==> src/rtl/cdu_phase_gen.sv <==
// Four-phase CDU timing generator: active-low FAZnDR phase drivers, cycle-aligned
// ISS/RR zero drivers, frame strobe and external sync realignment.
module cdu_phase_gen #(
  parameter int DIV   = 4,
  parameter int FRAME = 16
) (
  input  logic       clk,
  input  logic       rst_n,
  input  logic       run,
  input  logic       sync,
  input  logic       zero_iss_req,
  input  logic       zero_rr_req,
  output logic       FAZ1DR,
  output logic       FAZ2DR,
  output logic       FAZ3DR,
  output logic       FAZ4DR,
  output logic       FAZ2DR_n,
  output logic       ISSZDR,
  output logic       RRZDR,
  output logic [1:0] phase,
  output logic       active,
  output logic       frame_strobe,
  output logic       sync_err
);
  localparam int DW = $clog2(DIV);
  localparam int FW = $clog2(FRAME);

  typedef enum logic [1:0] {S_IDLE, S_ACTIVE, S_DRAIN} state_t;

  state_t        state_q, state_d;
  logic [DW-1:0] divcnt_q, divcnt_d;
  logic [1:0]    phase_q, phase_d;
  logic [FW-1:0] frmcnt_q, frmcnt_d;
  logic [3:0]    faz_q, faz_d;
  logic          faz2n_q, faz2n_d;
  logic          iss_q, iss_d, rr_q, rr_d;
  logic          active_q, active_d;
  logic          fs_q, fs_d, serr_q, serr_d;
  logic          eoc, div_end;

  assign div_end = (divcnt_q == DW'(DIV - 1));
  assign eoc     = (phase_q == 2'd3) && div_end;

  always_comb begin
    state_d  = state_q;
    divcnt_d = divcnt_q;
    phase_d  = phase_q;
    frmcnt_d = frmcnt_q;
    iss_d    = iss_q;
    rr_d     = rr_q;
    fs_d     = 1'b0;
    serr_d   = 1'b0;
    case (state_q)
      S_IDLE: begin
        if (run) begin
          state_d  = S_ACTIVE;
          divcnt_d = '0;
          phase_d  = 2'd0;
          frmcnt_d = '0;
          iss_d    = 1'b1;
          rr_d     = 1'b1;
        end
      end
      default: begin
        state_d = run ? S_ACTIVE : S_DRAIN;
        if (sync && !eoc) begin
          // Misaligned sync: restart at phase 1 and treat it like a cycle boundary.
          divcnt_d = '0;
          phase_d  = 2'd0;
          frmcnt_d = '0;
          serr_d   = 1'b1;
          iss_d    = ~zero_iss_req;
          rr_d     = ~zero_rr_req;
        end else if (eoc) begin
          divcnt_d = '0;
          phase_d  = 2'd0;
          if (!run) begin
            state_d  = S_IDLE;
            frmcnt_d = '0;
            iss_d    = 1'b1;
            rr_d     = 1'b1;
          end else begin
            frmcnt_d = (frmcnt_q == FW'(FRAME - 1)) ? '0 : frmcnt_q + 1'b1;
            fs_d     = (frmcnt_q == FW'(FRAME - 1));
            iss_d    = ~zero_iss_req;
            rr_d     = ~zero_rr_req;
          end
        end else if (div_end) begin
          divcnt_d = '0;
          phase_d  = phase_q + 2'd1;
        end else begin
          divcnt_d = divcnt_q + 1'b1;
        end
      end
    endcase
    active_d = (state_d != S_IDLE);
    faz_d    = active_d ? ~(4'b0001 << phase_d) : 4'b1111;
    faz2n_d  = ~faz_d[1];
  end

  always_ff @(posedge clk) begin
    if (!rst_n) begin
      state_q  <= S_IDLE;
      divcnt_q <= '0;
      phase_q  <= 2'd0;
      frmcnt_q <= '0;
      faz_q    <= 4'b1111;
      faz2n_q  <= 1'b0;
      iss_q    <= 1'b1;
      rr_q     <= 1'b1;
      active_q <= 1'b0;
      fs_q     <= 1'b0;
      serr_q   <= 1'b0;
    end else begin
      state_q  <= state_d;
      divcnt_q <= divcnt_d;
      phase_q  <= phase_d;
      frmcnt_q <= frmcnt_d;
      faz_q    <= faz_d;
      faz2n_q  <= faz2n_d;
      iss_q    <= iss_d;
      rr_q     <= rr_d;
      active_q <= active_d;
      fs_q     <= fs_d;
      serr_q   <= serr_d;
    end
  end

  assign FAZ1DR       = faz_q[0];
  assign FAZ2DR       = faz_q[1];
  assign FAZ3DR       = faz_q[2];
  assign FAZ4DR       = faz_q[3];
  assign FAZ2DR_n     = faz2n_q;
  assign ISSZDR       = iss_q;
  assign RRZDR        = rr_q;
  assign phase        = phase_q;
  assign active       = active_q;
  assign frame_strobe = fs_q;
  assign sync_err     = serr_q;
endmodule

==> config.mk <==
export PLATFORM = sky130hd
export DESIGN_NAME = cdu_phase_gen
export DESIGN_NICKNAME = d
export VERILOG_FILES = /design/src/rtl/cdu_phase_gen.sv
export SDC_FILE = /design/constraint.sdc
export NUM_CORES = 1
export LEC_CHECK = 0
export BUFFER_PORTS_ARGS = -buffer_cell sky130_fd_sc_hd__buf_2
export CAP_MARGIN = 20
export CORE_ASPECT_RATIO = 0.6
export CORE_MARGIN = 4
export CORE_UTILIZATION = 29
export DETAILED_ROUTE_END_ITERATION = 8
export HOLD_SLACK_MARGIN = 0.03
export PLACE_DENSITY = 0.48
export REMOVE_ABC_BUFFERS = 1
export SYNTH_ARGS = -nofsm -noshare
export SYNTH_HDL_FRONTEND = slang
export SYNTH_SLANG_ARGS = --single-unit
==> constraint.sdc <==
create_clock -name clk -period 1.2 [get_ports clk]
set_input_delay 0.24 -clock clk [delete_from_list [all_inputs] [get_ports clk]]
set_output_delay 0.24 -clock clk [all_outputs]
set_load 0.005 [all_outputs]
==> out/qor.yml <==
grt:
  antenna_found_initial: 0
  grt_pass1_vias: 709
  grt_overflow: 0
  grt_pass1_wl_um: 3350
  grt_usage_pct: 11.2
  grt_max_degree: 15
detailed_routing:
  wl_per_cell_um: 13.4
  vias: 754
  wl_um: 1990
  dr.pass1.iters: 4
  viasPerCell: 5.06
  drc: 0
  postRouteAntennaNets: 0
  drt_iter0_drc: 83
worst_setup_path:
  crit_required_ns: 1.35
  cp.depth: 5
  crit_arrival_ns: 1.40
  path_max_fanout: 7
  slowest_delay_ns: 0.34
  path_buf_inv: 0
  crit_slowest_cell: "dfxtp_2"
  crit_chain: "ha_4 -> mux2i_2 -> nor2_2 -> and3_4 -> nand2_1"
  path_class: "register to register"
  endpoint_kind: "register"
  cp_top_family: "simple AND/OR/NAND/NOR gates"
  r2r_cells: 5
  worst_setup_path_start_kind: "register"
timing:
  fin_crit_sh_pct: 104
  worstMarginPinSlew_ns: 0.286
  fin_ws_ns: -0.0483
  drv_slew: 0
  max_freq_ghz: 0.801
  timing.slew.headroom_pct: 80.8
  setup_viol: 6
  rsz0062_at_grt: "yes"
  fin_crit_ns: 1.25
  fin_skew_ns: 0.00197
  hold_viol_final: 0
final_layout:
  drive_above_1_share_pct: 51.3
  diodes: 0
  final_nets: 128
  final_util_pct: 45.4
  fillers: 258
  area_growth_syn_to_layout_pct: 41.6
  area.sequential_um2: 408
  multi_input_area_um2: 513
floorplanning:
  core.rowCount: 14
  die_w_um: 77.6
  start_util_pct: 32.0
  die_h_um: 49.7
  core_um2: 2630
  die-area_um2: 3860
  ios: 18
clocking:
  cts_tree: "built"
  clk_pin_slew_worst_paths_ns: 0.07
  clock-sinks: 20
  max-clock-path-buffers: 2
  postCtsSetupBuffers: 0
  h-tree-depth: 1
  holdBufCountCts: 0
  cts_root_buf: "clkbuf_8"
  insertion_delay_ns: 0.26
  cts-buffers-inserted: 3
synthesis:
  ys_types: 33
  synth_top_flop_cell: "dfxtp_1"
  synthesis.area_um2: 842
  synth-edff-count: 0
  synth_warnings: 0
  synth_seq_cells: 20
  syn_inst: 86
  synth.avg_cell_area_um2: 9.79
  async_reset_ff_share_pct: 0
  synth-seq-area-share_pct: 47.5
power:
  p_per_area_nw_per_um2: 1070
  power_uw: 1280
  p_leak_uw: 0.000458
  peakVddDrop_mv: 0.368
status:
  status: "finished, violations left"
  violations: "setup timing"
place:
  globalplace.congestion: 0.773
  dp_hpwl_um: 1420
  numPortBuffers: 17
worst_hold_path:
  hold_depth: 2
  hold_path.class: "input pin to register"
job:
  cap_violations: 0
==> final timing paths <==
| kind | startpoint | endpoint | slack [ns] |
|---|---|---|---|
| worst min-delay path | zero_rr_req | RRZDR | 0.15 |
| worst min register to register | frmcnt_q[1] | frmcnt_q[1] | 0.48 |
| worst max-delay path | divcnt_q[0] | faz_q[2] | -0.05 |
| worst max register to register | divcnt_q[0] | faz_q[2] | -0.05 |
==> logic make-up after synthesis <==
logic type               after synthesis  synth area share [%]
flip-flops                            20                  47.5
multiplexers                           1                  1.19
adder cells (fa/ha/maj)                3                  4.46
buffers and inverters                  3                  3.12
AO/OA/AOI/OAI                         23                  21.0
AND/OR/NAND/NOR                       36                  22.7
==> worst register-to-register path, cell delays in order, from the launching register on <==
cell,delay [ns]
dfxtp_2,0.34
ha_4,0.19
mux2i_2,0.16
nor2_2,0.19
and3_4,0.22
nand2_1,0.05
==> layout by cell type (no fill, tap or decap), types with 2 or more instances in the layout <==
master,synthesis,layout
o21ai_1,1,2
nand2_1,10,7
dfxtp_1,20,14
a21boi_1,3,2
a22oi_1,2,2
buf_2,0,17
buf_4,0,14
nand3b_1,2,2
clkbuf_8,0,3
nor2_2,0,3
ha_4,0,2
nand2b_1,2,2
a21oi_1,2,2
nand2_2,0,3
nor3_1,3,3
nand4_1,3,3
nor2b_1,5,5
dfxtp_2,0,6
and2_1,3,2
a2bb2oi_1,2,2
==> report_power, final <==
part / internal, uW / switching, uW
clock network: 224 / 222
registers: 677 / 8.55
logic: 76.4 / 69.5
total: 978 / 300
==> layout make-up <==
type / count / area share, %
Tap cell: 32 / 3.36
Timing Repair Buffer: 31 / 15.9
Clock buffer: 3 / 3.46
Sequential cell: 20 / 34.2
Multi-Input combinational cell: 63 / 43.0
==> Yosys cell counts, types with 2 or more instances <==
master	number	area, um2
dfxtp_1	20	400
nand2_1	10	37.5
nor2b_1	5	31.3
nor2_1	4	15.0
a21boi_1	3	22.5
and2_1	3	18.8
ha_1	3	37.5
nand4_1	3	18.8
nor3_1	3	15.0
a21oi_1	2	10.0
a22oi_1	2	15.0
a2bb2oi_1	2	17.5
and3_1	2	12.5
buf_6	2	22.5
nand2b_1	2	12.5
nand3b_1	2	15.0
o21ai_0	2	10.0
==> routing by layer <==
metal	vias to the layer above	share of wire, %	GRT usage (%)	wire length, um
li1	377	-	-	-
met1	355	48	14.5	962
met2	17	43	16.3	859
met3	5	6.9	4.73	137
met4	0	1.6	4.44	32
met5	-	0	0	0
==> flip-flops by register name, summed over array words and instances, names as in the netlist, 2 cells and up <==
name	cells
phase	2
faz_q	4
frmcnt_q	4
state_q	2
divcnt_q	2
==> metrics by stage <==
step	area, um2	hold WS [ns]	setup WS [ns]	TNS [ns]	std cells
floorplan	816	0.318	-0.111	-0.691	83
finish	1190	0.146	-0.0483	-0.127	149
global placement	1050	0.415	-0.185	-1.95	146
global route	1190	0.132	-0.0917	-0.665	149
CTS	1160	0.143	-0.00935	-0.0247	149
detailed placement	1050	0.422	-0.221	-2.10	146
==> what timing repair did <==
item | 4_1_cts | 5_1_grt
resized for setup | 22 | 9
setup endpoints to repair | 15 | 13
pin swaps | 3 | 3
endpoints found under the hold margin | 0 | 0
(Power assumes the default switching activity.)
